### config.mk
export PLATFORM = sky130hd
export DESIGN_NAME = mycpu_pipe_ctrl
export DESIGN_NICKNAME = d
export VERILOG_FILES = /design/src/rtl/mycpu_pkg.sv /design/src/rtl/mycpu_stage_slot.sv /design/src/rtl/mycpu_pipe_ctrl.sv
export SDC_FILE = /design/constraint.sdc
export NUM_CORES = 1
export LEC_CHECK = 0
export CORE_MARGIN = 4
export CORE_UTILIZATION = 57
export CTS_CLUSTER_DIAMETER = 60
export DETAILED_ROUTE_END_ITERATION = 7
export GPL_TIMING_DRIVEN = 0
export PLACE_DENSITY = 0.87
export REMOVE_ABC_BUFFERS = 1
export SYNTH_ARGS = -nofsm -noshare
export SYNTH_HDL_FRONTEND = slang
export SYNTH_HIERARCHICAL = 1
export SYNTH_SLANG_ARGS = --single-unit
### constraint.sdc
create_clock -name clk -period 3.59 [get_ports clk]
set_clock_uncertainty 0.05 [all_clocks]
set_input_delay 0.5385 -clock clk [delete_from_list [all_inputs] [get_ports clk]]
set_output_delay 0.5385 -clock clk [all_outputs]
set_load 0.05 [all_outputs]
### src/rtl/mycpu_pkg.sv
// Shared types and tag helpers for the pipeline sequencer.
package mycpu_pkg;

    localparam int unsigned TAG_W        = 6;
    localparam int unsigned REG_W        = 5;
    localparam int unsigned TAG_LOAD_BIT = 5;
    localparam int unsigned TAG_REG_MSB  = 4;

    localparam logic [TAG_W-1:0] TAG_NONE = '0;

    typedef struct packed {
        logic             wen;
        logic [REG_W-1:0] dest;
        logic             is_load;
        logic             is_mem;
    } stage_info_t;

    localparam stage_info_t STAGE_EMPTY = '0;

    // Hazard tag: {load_pending, dest}, zero for bubbles, non-writers and $0.
    function automatic logic [TAG_W-1:0] make_tag(input logic             valid,
                                                  input logic             wen,
                                                  input logic             is_load,
                                                  input logic [REG_W-1:0] dest);
        logic [TAG_W-1:0] tag;
        tag = TAG_NONE;
        if (valid && wen && (dest != '0)) begin
            tag[TAG_LOAD_BIT]    = is_load;
            tag[TAG_REG_MSB:0]   = dest;
        end
        return tag;
    endfunction

endpackage

### src/rtl/mycpu_stage_slot.sv
// One pipeline stage's bookkeeping: valid bit plus destination/type payload.
module mycpu_stage_slot
    import mycpu_pkg::*;
(
    input  logic        clk,
    input  logic        rst,
    input  logic        load,
    input  logic        bubble,
    input  logic        squash,
    input  stage_info_t d,
    output logic        valid,
    output stage_info_t q
);

    // Squash wins over a load; payload only moves with a real instruction.
    always_ff @(posedge clk) begin
        if (rst) begin
            valid <= 1'b0;
            q     <= STAGE_EMPTY;
        end else begin
            if (squash) begin
                valid <= 1'b0;
            end else if (load) begin
                valid <= ~bubble;
            end
            if (load && !bubble) begin
                q <= d;
            end
        end
    end

endmodule

### src/rtl/mycpu_pipe_ctrl.sv
// Five-stage pipeline sequencer: valids, hazard tags, stage enables, stall counter.
module mycpu_pipe_ctrl
    import mycpu_pkg::*;
#(
    parameter int unsigned STALL_CNT_W = 32
) (
    input  logic                   clk,
    input  logic                   rst,
    input  logic                   if_valid,
    input  logic                   id_allow_in,
    input  logic                   id_wen,
    input  logic [REG_W-1:0]       id_dest,
    input  logic                   id_is_load,
    input  logic                   id_is_mem,
    input  logic                   mem_data_ok,
    input  logic                   flush,
    output logic                   pc_en,
    output logic                   ifid_en,
    output logic                   idex_en,
    output logic                   exmem_en,
    output logic                   memwb_en,
    output logic                   id_valid,
    output logic                   ex_valid,
    output logic                   mem_valid,
    output logic                   wb_valid,
    output logic [TAG_W-1:0]       tag_m1,
    output logic [TAG_W-1:0]       tag_m2,
    output logic [TAG_W-1:0]       tag_m3,
    output logic [STALL_CNT_W-1:0] stall_cnt
);

    localparam logic [STALL_CNT_W-1:0] CNT_MAX = '1;

    stage_info_t id_in;
    stage_info_t id_info;
    stage_info_t ex_info;
    stage_info_t mem_info;
    stage_info_t wb_info;
    logic        mem_done;
    logic        mem_go;
    logic        mem_allow;
    logic        ex_allow;
    logic        id_go;
    logic        id_allow;
    logic        unused_ok;

    assign id_in = '{wen: id_wen, dest: id_dest, is_load: id_is_load, is_mem: id_is_mem};

    // Allow-in chain from WB (always accepting) back to ID.
    assign mem_go    = ~mem_info.is_mem | mem_done | mem_data_ok;
    assign mem_allow = ~mem_valid | mem_go;
    assign ex_allow  = ~ex_valid | mem_allow;
    assign id_go     = id_valid & id_allow_in & ex_allow;
    assign id_allow  = ~id_valid | id_go;

    assign pc_en    = id_allow | flush;
    assign ifid_en  = id_allow;
    assign idex_en  = ex_allow;
    assign exmem_en = mem_allow;
    assign memwb_en = mem_valid & mem_go;

    mycpu_stage_slot u_id_slot (
        .clk    (clk),
        .rst    (rst),
        .load   (id_allow),
        .bubble (~if_valid),
        .squash (flush),
        .d      (STAGE_EMPTY),
        .valid  (id_valid),
        .q      (id_info)
    );

    mycpu_stage_slot u_ex_slot (
        .clk    (clk),
        .rst    (rst),
        .load   (ex_allow),
        .bubble (~id_go),
        .squash (flush),
        .d      (id_in),
        .valid  (ex_valid),
        .q      (ex_info)
    );

    // A flushed EX instruction never reaches MEM.
    mycpu_stage_slot u_mem_slot (
        .clk    (clk),
        .rst    (rst),
        .load   (mem_allow),
        .bubble (~ex_valid | flush),
        .squash (1'b0),
        .d      (ex_info),
        .valid  (mem_valid),
        .q      (mem_info)
    );

    mycpu_stage_slot u_wb_slot (
        .clk    (clk),
        .rst    (rst),
        .load   (1'b1),
        .bubble (~memwb_en),
        .squash (1'b0),
        .d      (mem_info),
        .valid  (wb_valid),
        .q      (wb_info)
    );

    assign unused_ok = ^{id_info, wb_info.is_load, wb_info.is_mem};

    // Sticky data-memory completion for the MEM instruction.
    always_ff @(posedge clk) begin
        if (rst) begin
            mem_done <= 1'b0;
        end else if (memwb_en) begin
            mem_done <= 1'b0;
        end else if (mem_valid && mem_info.is_mem && mem_data_ok) begin
            mem_done <= 1'b1;
        end
    end

    always_ff @(posedge clk) begin
        if (rst) begin
            stall_cnt <= '0;
        end else if (id_valid && !id_go && !flush && (stall_cnt != CNT_MAX)) begin
            stall_cnt <= stall_cnt + STALL_CNT_W'(1);
        end
    end

    assign tag_m1 = make_tag(ex_valid, ex_info.wen, ex_info.is_load, ex_info.dest);
    assign tag_m2 = make_tag(mem_valid, mem_info.wen,
                             mem_info.is_load & ~mem_done & ~mem_data_ok, mem_info.dest);
    assign tag_m3 = make_tag(wb_valid, wb_info.wen, 1'b0, wb_info.dest);

endmodule
-- Word level (Yosys, flattened, before mapping)
Cells that the tools add are included.
- bits in registers: 59
- latch bits: 0
- RAM bits: 0
- bits in read-only memories: 0
- input port bits: 14
- output and inout port bits: 59
- word-level logic and storage cells: 61
- memories kept: 0
- $add $sub $neg: 1
- multipliers: 0
- divide/modulo/power cells: 0
- order comparisons: 0
- equality and inequality tests: 1
- shift operators: 0
- muxes and demuxes: 3
- bitwise gates (word level): 19
- reduce and logical (&&, ||, !) cells: 21
- operators with widths (kind ; count):
    $add A32 B1 Y32 const B ; 1
    $ne A32 B32 Y1 const B ; 1
    $reduce_bool A5 Y1 ; 3
    $logic_and A1 B1 Y1 ; 13
    $mux W6 ; 2
    $not A1 Y1 ; 7
    $or A1 B1 Y1 ; 7
    $and A1 B1 Y1 ; 5
    $mux W5 ; 1
    $reduce_or A2 Y1 ; 2
    $logic_not A1 Y1 ; 3

-- Logic depth before layout (Yosys ltp)
- depth in word-level cells: 10
- mapped depth: 8
- depth with buffers taken out: 6

-- Cells and area by module
The synthesis kept the hierarchy.
- by module, submodules not included (module ; times used ; cells an instance ; area an instance (um^2) ; seq. area each (um^2)):
    mycpu_pipe_ctrl ; 1 ; 243 ; 2029.4 ; 660.6
    mycpu_stage_slot ; 4 ; 38 ; 446.7 ; 180.2

-- Worst setup path after synthesis
OpenSTA, ideal clock, no wires.
- path kind: reg2reg
- start: register u_mem_slot.valid
- end: register, netlist name u_id_slot/q[0]
- setup time: 0.067 ns
- arrival time: 3.281 ns
- required time: 3.473 ns
- setup slack: 0.193 ns
- stages on the path, launching flop included: 9
- path buffers: 2
- period minus slack after synthesis: 3.397 ns
- path through: dfxtp_1 buf_2 nand4bb_1 or2_2 nand2_1 nand2_1 buf_4 and2b_4 o21ai_2
- RTL lines (what ; line ; source):
    start: declaration ; mycpu_stage_slot.sv:11 ; output logic valid,
    start signal: assignment ; mycpu_stage_slot.sv:24 ; valid <= ~bubble;

-- Worst setup path after layout
- start: input port mem_data_ok
- end: output port idex_en
- longest elaborated chain between the ends: 3
- ends and longest elaborated chain (what ; line ; source):
    start: declaration ; mycpu_pipe_ctrl.sv:15 ; input logic mem_data_ok,
    $or A1 B1 Y1 ; mycpu_pipe_ctrl.sv:50 ; assign mem_go = ~mem_info.is_mem | mem_done | mem_data_ok;
    $or A1 B1 Y1 ; mycpu_pipe_ctrl.sv:51 ; assign mem_allow = ~mem_valid | mem_go;
    $or A1 B1 Y1 ; mycpu_pipe_ctrl.sv:52 ; assign ex_allow = ~ex_valid | mem_allow;
    end: declaration ; mycpu_pipe_ctrl.sv:19 ; output logic idex_en,
No other way between the ends.

==> flow_summary.json <==
{
  "grt_pass1_vias": 2978,
  "grt_setup_unrepaired": "no",
  "first_pass_iters": 4,
  "drt_wl_total_um": 8201,
  "crit_start": "mem_data_ok",
  "start_kind": "input port",
  "setup_tns_ps": 0,
  "num_vias": 3019,
  "syn2layout_area_growth_pct": 29.74,
  "post_synth.cell_area_avg_sq_um": 9.402,
  "synth_warnings": 6,
  "status": "finished, final reports clean",
  "drc_errors": 0,
  "drive_gt1_share_pct": 17.80,
  "path_cells": "clkdlybuf4s50_1 -> nand4bb_2 -> or2_2 -> clkdlybuf4s50_1",
  "start_util_pct": 59.71,
  "grt_use_total_pct": 23.96,
  "min_period_ps": 3433,
  "wl_per_cell_um": 16.43,
  "worst_path_most_repeated_cell": "clkdlybuf4s50_1",
  "postRouteAntennaNets": 0,
  "setup_viol": 0,
  "timing.hold.ws_ps": 423.6,
  "cp_num_buf_inv": 2,
  "r2r_start": "stall_cnt[0]",
  "grt_max_degree": 61,
  "utilization_pct": 77.46,
  "io_pins": 73,
  "finalCritPeriodShare_pct": 95.64,
  "end_kind": "output port",
  "drt-initial-drc-count": 166,
  "final-max-slew-violation-count": 0,
  "syn_area_sq_um": 3328,
  "ir_drop_mv": 0.3514,
  "synth_cells": 354,
  "cts_max_path_buffers": 2,
  "slowest_delay_ps": 750,
  "coreArea_sq_um": 5574,
  "final_cell_mix": "69 x clkdlybuf4s50_1, 59 x dfxtp_1, 25 x nand2b_1, 24 x a21oi_1, 22 x o21ai_2",
  "cts_hold_buf": 0,
  "cpLargestDelayFamily": "buffers and inverters",
  "hp-start": "u_wb_slot/q[6]",
  "nets": 437,
  "cts.clk_slew.worst_paths_ps": 70,
  "cts_root_buf": "clkbuf_8",
  "gp_congestion": 0.8117,
  "insertion_delay_ps": 340,
  "fp.dieW_um": 84.41,
  "cts_buffers": 9,
  "die-area_sq_um": 7125,
  "layout_commonest_cell": "clkdlybuf4s50_1",
  "finalHoldViolCount": 0,
  "grt_pass1_wl_um": 14120,
  "dp_hpwl_um": 5654,
  "power_leakage_uw": 0.001437,
  "critPathRequiredTime_ps": 3000,
  "die_h_um": 84.41,
  "cts.sinks": 59,
  "tightest_slew_ps": 748.0,
  "vias_per_cell": 6.050,
  "cts_tree": "done",
  "port-buffer-count": 71,
  "antenna_cells": 0,
  "hold_path.class": "register to register",
  "slew-limit-headroom_pct": 49.97,
  "slowest_stage": "clkdlybuf4s50_1",
  "htreeDepth": 3,
  "max_cap_violations": 0,
  "grt_antenna_before_repair": 0,
  "power_density_nw_per_um2": 363.1,
  "crit_path_max_fanout": 14,
  "max_freq_mhz": 291.3,
  "worstPathArrival_ps": 2840,
  "grt_overflow": 0,
  "power_uw": 1568,
  "setup.worst_path.class": "input port to output port",
  "std_cell_rows": 27
}
[final timing paths]
check                                       to  slack, ps  cells after the start
worst max-delay path                   idex_en        160                      4
worst min-delay path            u_wb_slot/q[6]        420                      2
worst max register to register   stall_cnt[13]        830                      6
worst min register to register  u_wb_slot/q[6]        420                      2
[per-layer routing]
metal | vias up | GRT usage, % | share of wire [%]
met5 | - | 0 | 0
met4 | 0 | 6.906 | 1.1
met3 | 12 | 7.458 | 5.8
met2 | 93 | 41.18 | 51
met1 | 1445 | 28.89 | 43
li1 | 1469 | - | -
[cell type report]
| type | instances | area (sq um) |
|---|---|---|
| tap | 72 | 90.09 |
| sequential | 59 | 1181 |
| inverter | 8 | 30.03 |
| clock buffer | 12 | 155.1 |
| timing repair buffer | 72 | 724.4 |
| fill | 392 | 1256 |
| clock inverter | 4 | 120.1 |
| multi-input combinational | 272 | 2017 |
[what timing repair did]
item	in CTS	in global routing
gates resized for setup	2	0
setup buffers	0	0
endpoints found under the setup margin	2	0
[where the power goes]
group	leakage, uW	switching [uW]	internal [uW]
Combinational	0.000824	38.5	32.5
Sequential	0.000476	4.60	658
Clock	0.000137	264	570
Total	0.00144	308	1260
[worst reg2reg max path, delay by kind of cell (launching register included)]
kind	cells	cell delay (ps)
flops	1	410
fa+ha+maj	1	200
mux	1	320
simple gates	4	1670
[registers in the layout, summed over array words and instances (netlist names)]
name and cells:
stall_cnt 32, u_mem_slot/valid 1, u_wb_slot/q 6, u_ex_slot/valid 1, u_id_slot/valid 1, mem_done 1
u_mem_slot/q 8, u_wb_slot/valid 1, u_ex_slot/q 8
[metrics by stage]
step / cells / setup slack (ps) / instance area, sq um
floorplan: 339 / 5.093 / 3223
global placement: 482 / -182.4 / 4024
CTS: 499 / 187.3 / 4318
detailed placement: 483 / -200.2 / 4039
global route: 499 / 18.85 / 4318
finish: 499 / 156.7 / 4318
Note: power is estimated with default switching activity, not from simulation.
